`config.mk`:
```
export PLATFORM = sky130hd
export DESIGN_NAME = lsu_hs
export DESIGN_NICKNAME = d
export VERILOG_FILES = /design/src/rtl/lsu_pkg.sv /design/src/rtl/lsu_align.sv /design/src/rtl/lsu_hs.sv
export SDC_FILE = /design/constraint.sdc
export NUM_CORES = 1
export LEC_CHECK = 0
export CORE_UTILIZATION = 41
export DETAILED_ROUTE_END_ITERATION = 16
export PLACE_DENSITY_LB_ADDON = 0.12
export SLEW_MARGIN = 10
export SYNTH_ARGS = -nofsm -noshare
export SYNTH_HDL_FRONTEND = slang
export SYNTH_SLANG_ARGS = --single-unit
```
`constraint.sdc`:
```
create_clock -name clk -period 2.2 [get_ports clk]
set_input_delay 0.33 -clock clk [delete_from_list [all_inputs] [get_ports clk]]
set_output_delay 0.33 -clock clk [all_outputs]
set_load 0.02 [all_outputs]
```
`src/rtl/lsu_pkg.sv`:
```
// Shared types and helpers for the handshaked load/store unit.
// Sizes, FSM states, captured-request record and the alignment rule live here.
package lsu_pkg;

    // Widest lane offset (64-bit bus); narrower buses mask the top bit off.
    localparam int LANE_BITS = 3;

    typedef enum logic [1:0] {
        SZ_B,
        SZ_H,
        SZ_W,
        SZ_D
    } lsu_size_e;

    typedef enum logic [1:0] {
        IDLE,
        REQ,
        RESP,
        DONE
    } lsu_state_e;

    typedef struct packed {
        logic                 we;
        lsu_size_e            size;
        logic                 is_unsigned;
        logic [LANE_BITS-1:0] off;
        logic [4:0]           rd;
    } lsu_req_t;

    typedef struct packed {
        logic misaligned;
        logic timeout;
    } lsu_rsp_t;

    // A dword access is only legal on a 64-bit bus.
    function automatic logic lsu_misaligned(input lsu_size_e size,
                                            input logic [2:0] addr_lo,
                                            input logic       wide_bus);
        case (size)
            SZ_B:    return 1'b0;
            SZ_H:    return addr_lo[0];
            SZ_W:    return |addr_lo[1:0];
            default: return !wide_bus || (|addr_lo);
        endcase
    endfunction

endpackage

```
`src/rtl/lsu_align.sv`:
```
// Combinational lane steering: store shift and byte mask, load extract and extend.
module lsu_align
    import lsu_pkg::*;
#(
    parameter int DATA_WIDTH = 32
) (
    input  lsu_size_e                   size,
    input  logic [LANE_BITS-1:0]        off,
    input  logic                        is_unsigned,
    input  logic [DATA_WIDTH-1:0]       wdata,
    output logic [DATA_WIDTH-1:0]       wdata_lane,
    output logic [DATA_WIDTH/8-1:0]     mask,
    input  logic [DATA_WIDTH-1:0]       rdata,
    output logic [DATA_WIDTH-1:0]       rdata_ext
);

    localparam int NB = DATA_WIDTH / 8;

    logic [LANE_BITS-1:0]  lane;
    logic [LANE_BITS+2:0]  shamt;
    logic [NB-1:0]         base;
    logic [DATA_WIDTH-1:0] shifted;
    logic [DATA_WIDTH-1:0] keep;
    logic                  sign;

    always_comb begin
        lane       = off & LANE_BITS'(NB - 1);
        shamt      = {lane, 3'b000};
        wdata_lane = wdata << shamt;
        shifted    = rdata >> shamt;
        case (size)
            SZ_B: begin
                base = NB'(1);
                keep = DATA_WIDTH'(8'hFF);
                sign = shifted[7];
            end
            SZ_H: begin
                base = NB'(3);
                keep = DATA_WIDTH'(16'hFFFF);
                sign = shifted[15];
            end
            SZ_W: begin
                base = NB'(15);
                keep = DATA_WIDTH'(32'hFFFF_FFFF);
                sign = shifted[31];
            end
            default: begin
                base = '1;
                keep = '1;
                sign = 1'b0;
            end
        endcase
        mask = base << lane;
        // Full-width loads get keep = all ones, so the sign fill vanishes.
        rdata_ext = (shifted & keep) | ({DATA_WIDTH{sign & ~is_unsigned}} & ~keep);
    end

endmodule

```
`src/rtl/lsu_hs.sv`:
```
// MEM-stage load/store unit driving a req/gnt/rvalid memory port.
// Holds the pipeline via stall until the access responds, errors or times out.
module lsu_hs
    import lsu_pkg::*;
#(
    parameter int DATA_WIDTH     = 32,
    parameter int ADDR_WIDTH     = 32,
    parameter int TIMEOUT_CYCLES = 255
) (
    input  logic                    clk,
    input  logic                    arst_n,
    input  logic                    req_valid,
    input  logic                    req_we,
    input  logic [1:0]              req_size,
    input  logic                    req_unsigned,
    input  logic [ADDR_WIDTH-1:0]   req_addr,
    input  logic [DATA_WIDTH-1:0]   req_wdata,
    input  logic [4:0]              req_rd,
    output logic                    stall,
    output logic                    rsp_valid,
    output logic [DATA_WIDTH-1:0]   rsp_rdata,
    output logic [4:0]              rsp_rd,
    output logic                    err_misaligned,
    output logic                    err_timeout,
    output logic                    mem_req,
    output logic                    mem_we,
    output logic [ADDR_WIDTH-1:0]   mem_addr,
    output logic [DATA_WIDTH-1:0]   mem_wdata,
    output logic [DATA_WIDTH/8-1:0] mem_mask,
    input  logic                    mem_gnt,
    input  logic                    mem_rvalid,
    input  logic [DATA_WIDTH-1:0]   mem_rdata
);

    localparam int NB    = DATA_WIDTH / 8;
    localparam int LB    = $clog2(NB);
    localparam int CNT_W = ($clog2(TIMEOUT_CYCLES + 1) < 8) ? 8 : $clog2(TIMEOUT_CYCLES + 1);
    localparam logic [CNT_W-1:0] CNT_LAST = CNT_W'(TIMEOUT_CYCLES - 1);

    lsu_state_e             state, next;
    lsu_req_t               req_in, cap;
    lsu_rsp_t               err_q;
    logic [ADDR_WIDTH-1:0]  addr_q;
    logic [DATA_WIDTH-1:0]  wdata_q, rdata_q;
    logic [NB-1:0]          mask_q;
    logic [CNT_W-1:0]       cnt;
    logic                   misaligned, terminal;

    lsu_size_e              al_size;
    logic [LANE_BITS-1:0]   al_off;
    logic                   al_uns;
    logic [DATA_WIDTH-1:0]  al_wdata, al_rdata;
    logic [NB-1:0]          al_mask;

    always_comb begin
        req_in.we          = req_we;
        req_in.size        = lsu_size_e'(req_size);
        req_in.is_unsigned = req_unsigned;
        req_in.off         = LANE_BITS'(req_addr[LB-1:0]);
        req_in.rd          = req_rd;
    end

    assign misaligned = lsu_misaligned(req_in.size, req_addr[2:0], DATA_WIDTH == 64);
    assign terminal   = (cnt == CNT_LAST);

    // Stores are steered from the live request in IDLE; loads use the captured fields.
    assign al_size = (state == IDLE) ? req_in.size        : cap.size;
    assign al_off  = (state == IDLE) ? req_in.off         : cap.off;
    assign al_uns  = (state == IDLE) ? req_in.is_unsigned : cap.is_unsigned;

    lsu_align #(.DATA_WIDTH(DATA_WIDTH)) u_align (
        .size        (al_size),
        .off         (al_off),
        .is_unsigned (al_uns),
        .wdata       (req_wdata),
        .wdata_lane  (al_wdata),
        .mask        (al_mask),
        .rdata       (mem_rdata),
        .rdata_ext   (al_rdata)
    );

    always_ff @(posedge clk or negedge arst_n) begin
        if (!arst_n) state <= IDLE;
        else         state <= next;
    end

    // gnt and rvalid are tested before the terminal count so they win a tie.
    always_comb begin
        next = state;
        case (state)
            IDLE: if (req_valid) next = misaligned ? DONE : REQ;
            REQ: begin
                if (mem_gnt)       next = cap.we ? DONE : RESP;
                else if (terminal) next = DONE;
            end
            RESP: begin
                if (mem_rvalid)    next = DONE;
                else if (terminal) next = DONE;
            end
            DONE: next = IDLE;
        endcase
    end

    always_comb begin
        mem_req        = (state == REQ);
        rsp_valid      = (state == DONE);
        stall          = arst_n && ((state == REQ) || (state == RESP) ||
                                    ((state == IDLE) && req_valid));
        rsp_rdata      = rsp_valid ? rdata_q : '0;
        rsp_rd         = rsp_valid ? cap.rd  : '0;
        err_misaligned = rsp_valid && err_q.misaligned;
        err_timeout    = rsp_valid && err_q.timeout;
        mem_we         = cap.we;
        mem_addr       = addr_q;
        mem_wdata      = wdata_q;
        mem_mask       = mask_q;
    end

    always_ff @(posedge clk or negedge arst_n) begin
        if (!arst_n) begin
            cap     <= '0;
            err_q   <= '0;
            addr_q  <= '0;
            wdata_q <= '0;
            mask_q  <= '0;
            rdata_q <= '0;
            cnt     <= '0;
        end else begin
            case (state)
                IDLE: if (req_valid) begin
                    cap     <= req_in;
                    addr_q  <= {req_addr[ADDR_WIDTH-1:LB], {LB{1'b0}}};
                    wdata_q <= al_wdata;
                    mask_q  <= req_we ? al_mask : '1;
                    rdata_q <= '0;
                    err_q   <= '{misaligned: misaligned, timeout: 1'b0};
                    cnt     <= '0;
                end
                REQ: begin
                    if (mem_gnt) begin
                        cnt <= '0;
                    end else begin
                        cnt <= cnt + CNT_W'(1);
                        if (terminal) err_q.timeout <= 1'b1;
                    end
                end
                RESP: begin
                    if (mem_rvalid) begin
                        rdata_q <= al_rdata;
                    end else begin
                        cnt <= cnt + CNT_W'(1);
                        if (terminal) err_q.timeout <= 1'b1;
                    end
                end
                default: ;
            endcase
        end
    end

endmodule
```
==> flow_metrics.tcl, run 1 <==
set metrics [dict create \
    status "finished clean" \
    min_period_ps 2190 \
    cp-start-kind "flip-flop" \
    start_util 0.422 \
    cts_buffers 17 \
    finalWorstSetupSlack_ps 14.5 \
    power.leakage_nw 4.43 \
    ys_warn_count 0 \
    critPathKind "flip-flop to flip-flop" \
    coreArea_um2 14500 \
    tightest_slew_ps 668 \
    hpwlAfterDp_mm 13.3 \
    min_path_type "primary input to asynchronous set/reset pin" \
    relSlewSlack 0.555 \
    wirelength_mm 18.8 \
    synth_seq_cells 121 \
    path_max_fanout 15 \
    multi_input_area_um2 3030 \
    drv_cap 0 \
    grt_pass1_vias 6240 \
    synth_adder_area_share 0.0122 \
    dpl.cell_count 1109 \
    drive_gt1_frac 0.163 \
    grtUsageMet1 0.313 \
    clkLatencyLatePin_ps 420 \
    h-tree-depth 4 \
    fillCellCount 1240 \
    antenna_found_initial 0 \
    synth.largest_area_cell "dfrtp_1" \
    cts_sinks 121 \
    stdcell_count 1142 \
    synth_edf_count 0 \
    fin_util 0.645 \
    antennaDiodeCount 0 \
    place_ws_ps -129 \
    drtIter0Drc 357 \
    hold_viol_final 0 \
    cts_buffer_depth 2 \
    clk_pin_slew_ps 60 \
    grt_util_all_layers 0.251 \
    die_area_um2 15400 \
    finish.instance_area_um2 9370 \
    area_growth_pct 52.9 \
    grt_max_degree 122 \
    top_usage_layer "met2" \
    synth_top_family_by_area "simple AND/OR/NAND/NOR gates" \
    syn_inst 700 \
    synth-compound-area-share 0.166 \
    rsz0062_at_grt "yes" \
    synth_mux_area_frac 0.0437 \
    fin_skew_ps 6.45 \
    die_x_um 124 \
    nets 1062 \
    ios 221 \
    synth.avg_cell_area_um2 8.75 \
    yosysUniqueCellTypes 50 \
    grt_overflow 0 \
    fmax_mhz 458 \
    cp.required_ps 2520 \
    die_h_um 124 \
    met2_usage 0.409 \
    cts_root_buf "clkbuf_16" \
    portBuffers 218 \
    antenna_left 0 \
    routabilityCongestion 0.881 \
    wl_per_cell_um 16.5 \
    worstRegToRegCells 11 \
    worstPathArrival_ps 2510 \
    drtPass1Iterations 5 \
    yosysSeqAreaShare 0.494 \
    ys_top_cells_by_area "dfrtp_1 49%, nand2_1 15%, and2_1 4.9%" \
    synthXorXnorAreaFrac 0 \
    vdd_drop_max_uv 765 \
    netlist.area_leader.share 0.494 \
    worstSetupEndpointType "flip-flop" \
    drv_slew 0 \
    synthArstFlopShare 1.00 \
    gr-usage-met3 0.0730 \
    regArea_um2 3030 \
    grt_pass1_wl_mm 31.2 \
    power_mw 13.5 \
    cts_tree "built" \
    cts_hold_buf 0 \
    rows 44 \
    dpl_cell_area_um2 8810 \
    drcViolationCount 0 \
    fin_crit_sh 0.993 \
    vias_per_cell 5.28 \
    synth-simple-area-share 0.248 \
    power.density_nw_per_um2 1440 \
    ys.flop_type "dfrtp_1" \
    dr_total_vias 6030 \
    syn_area_um2 6130 \
    setup_viol 0 \
]
==> final timing paths <==
kind | slack, ps | startpoint | end
max in group asynchronous | 1670 | arst_n | mem_addr[14]
setup / recovery | 10 | state[1] | rdata_q[22]
setup reg to reg | 10 | state[1] | rdata_q[22]
hold / removal | 3 | arst_n | cnt[7]
min in group clk | 440 | req_addr[9] | mem_addr[9]
hold reg to reg | 460 | cap[0] | cap[0]
==> metrics by stage <==
| step | setup TNS, ps | hold WS (ps) |
|---|---|---|
| after detailed placement | -2210 | 454 |
| after CTS | -1.16 | 69.4 |
| after floorplan | -25.6 | 34.4 |
| after global routing | -665 | 67.5 |
| final | 0 | 2.59 |
| after global placement | -190 | 452 |
==> registers in the layout, summed over array words and instances, names as in the netlist <==
signal	flops
mem_wdata	32
rdata_q	32
mem_addr	30
cap	10
cnt	8
mem_mask	4
err_q	2
state	2
mem_we	1
==> logic make-up after synthesis <==
logic type,count (synthesis)
AO/OA/AOI/OAI,146
adder cells (fa/ha/maj),6
buffers and inverters,51
multiplexers,25
AND/OR/NAND/NOR,350
other,1
flip-flops,121
==> cell type report <==
type                    count  area share
repair buffers            271       0.266
clock inverters             8      0.0101
well taps                 184      0.0246
clock buffers              23      0.0510
multi-input cells         529       0.323
flip-flops and latches    121       0.323
inverters                   6     0.00240
==> synth_stat cells (6+ instances only) <==
master    instances
o21ai_0          31
nor2_1           14
a211oi_1          8
buf_2             6
inv_1             6
a21oi_1          20
clkbuf_1         31
a32o_1            7
a22o_1           10
nand3_1          12
a221oi_1          7
o31ai_1           7
mux2i_1          20
a22oi_1          10
o211ai_1         13
nand2_1         253
ha_1              6
dfrtp_1         121
and2_1           48
a31oi_1          12
==> critical path: stages, from the launching register on <==
cell and delay (ps):
dfrtp_1 370, inv_2 60, ha_4 180, buf_6 130
buf_6 130, buf_4 140, and2_1 160, a221oi_2 330
and2_4 210, nand4_2 120, buf_12 180, o211ai_1 90
==> timing repair <==
item | 4_1_cts | 5_1_grt
gates resized for setup | 55 | 97
setup buffers | 0 | 2
pin swaps | 3 | 6
setup endpoints to repair | 82 | 96
==> metal layers <==
metal / routed length, um / vias up
li1: - / 2877
met1: 7820 / 2885
met2: 9180 / 232
met3: 1320 / 36
met4: 508 / 0
met5: 0 / -
==> power by group <==
| group | total [mW] | switching, mW | internal, mW |
|---|---|---|---|
| sequential | 3.70 | 0.540 | 3.16 |
| combinational | 7.05 | 3.87 | 3.18 |
| clock | 2.71 | 0.969 | 1.74 |
==> cells in the final DEF (no fill, tap or decap), types with 13 or more instances in the layout <==
cell             Yosys  final
a21oi_1             20     18
clkbuf_16            0     17
o21ai_0             31     31
dfrtp_1            121    121
clkbuf_2             0     36
nand2_1            253    252
and2_1              48     46
o211ai_1            13     13
mux2i_1             20     15
clkdlybuf4s50_1      0    176
buf_4                4     42
Note: power is estimated with default switching activity, not from simulation.
==> run 2, diff against run 1 <==
- TNS_END_PERCENT: default -> 1
==> run 2 against run 1 <==
The run now ends with negative hold slack, negative setup slack left. Setup slack lost 100 ps. Count of clock-buffer cells in the layout grew 1. Total power grew 3.5%. Critical path type unchanged. Critical endpoint is now rdata_q[12].
==> flow_metrics.tcl, run 2 (synthesis gave the netlist of run 1 again) <==
set metrics [dict create \
    ios 221 \
    critPathKind "flip-flop to flip-flop" \
    grt_overflow 0 \
    power.density_nw_per_um2 1470 \
    cp-start-kind "flip-flop" \
    drive_gt1_frac 0.164 \
    drv_cap 0 \
    drv_slew 0 \
    area_growth_pct 54.6 \
    drtPass1Iterations 5 \
    cts_buffers 17 \
    min_period_ps 2290 \
    layout_commonest_cell "nand2_1" \
    vias_per_cell 5.33 \
    dr_total_vias 6080 \
    drcViolationCount 0 \
    vdd_drop_max_uv 624 \
    final_cell_mix "252 x nand2_1, 176 x clkdlybuf4s50_1, 121 x dfrtp_1" \
    relSlewSlack 0.431 \
    fillCellCount 1201 \
    worstPathArrival_ps 2560 \
    tightest_slew_ps 853 \
    finalWorstSetupSlack_ps -88.7 \
    cts_tree "built" \
    grt_max_degree 122 \
    holdWs_ps -13.7 \
    hpwlAfterDp_mm 13.2 \
    rows 44 \
    wl_per_cell_um 16.5 \
    fin_crit_sh 1.04 \
    drtIter0Drc 346 \
    clkLatencyLatePin_ps 410 \
    grt_pass1_wl_mm 30.0 \
    grt_util_all_layers 0.244 \
    worstSetupEndpointType "flip-flop" \
    violations "negative hold slack, negative setup slack" \
    power_mw 13.9 \
    start_util 0.422 \
    cts_hold_buf 0 \
    antenna_found_initial 0 \
    rsz0062_at_grt "yes" \
    setup_viol 12 \
    coreArea_um2 14500 \
    h-tree-depth 4 \
    cts_buffer_depth 2 \
    fmax_mhz 437 \
    cp.required_ps 2470 \
    cts_root_buf "clkbuf_16" \
    fin_skew_ps 4.73 \
    nets 1059 \
    tns_ps -646 \
    cts_sinks 121 \
    power.leakage_nw 4.47 \
    wirelength_mm 18.8 \
    routabilityCongestion 0.865 \
    die_area_um2 15400 \
    portBuffers 218 \
    fin_util 0.652 \
    antenna_left 0 \
    die_h_um 124 \
    status "complete, but fails checks" \
    hold_viol_final 4 \
    path_max_fanout 10 \
    min_path_type "primary input to asynchronous set/reset pin" \
    die_x_um 124 \
    clk_pin_slew_ps 50 \
    grt_pass1_vias 6084 \
]
[run 2: layout make-up]
class / instances / area (um^2) / area share
flip-flops and latches: 121 / 3030 / 0.320
clock inverters: 7 / 160 / 0.0169
diodes: 1 / 2.50 / 0.000264
repair buffers: 268 / 2470 / 0.261
clock buffers: 24 / 512 / 0.0540
multi-input cells: 529 / 3050 / 0.322
well taps: 184 / 230 / 0.0243
inverters: 6 / 22.5 / 0.00238
[run 2: metal layers]
layer	wire (um)	track usage	vias up	share of wire
met4	395	0.102	0	0.021
met3	1440	0.0683	40	0.076
li1	-	-	2874	-
met2	9300	0.411	268	0.49
met1	7660	0.291	2898	0.41
met5	0	0	-	0
[run 2: stage by stage]
step	cell area (um^2)	worst slack (ps)	std cells
after floorplan	6150	-40.2	701
after global placement	8770	-5.34	1104
after detailed placement	8770	-92.3	1104
after CTS	9410	-113	1135
after global routing	9470	-157	1139
final	9480	-88.7	1140
[run 2: timing repair]
item | CTS | global route
endpoints found under the setup margin | 74 | 97
pin swaps | 0 | 1
resized for setup | 47 | 104
cloned | 0 | 0
setup buffers | 0 | 5
[run 2: critical path, stage by stage (launching register included)]
cell and delay [ps]:
dfrtp_1 400, inv_2 90, ha_4 140, buf_12 120, buf_12 110, mux2i_4 240, buf_12 150, mux2i_2 270
buf_4 170, mux2i_4 70, a21oi_4 160, buf_12 140, o31ai_2 70
[run 2: path summary, 6_finish.rpt]
kind,end,slack [ps],from,cells after the start
max,rdata_q[12],-90,state[0],12
min,cnt[3],-10,arst_n,2
max reg2reg,rdata_q[12],-90,state[0],12
min reg2reg,cap[3],470,cap[3],2
max in group asynchronous,rdata_q[12],1640,arst_n,2
min in group clk,mem_addr[15],440,req_addr[15],3
[run 2: power breakdown]
part | internal [mW] | switching, mW | total [mW]
Sequential | 3.16 | 0.548 | 3.71
Combinational | 3.19 | 3.87 | 7.06
Clock | 2.18 | 0.974 | 3.16
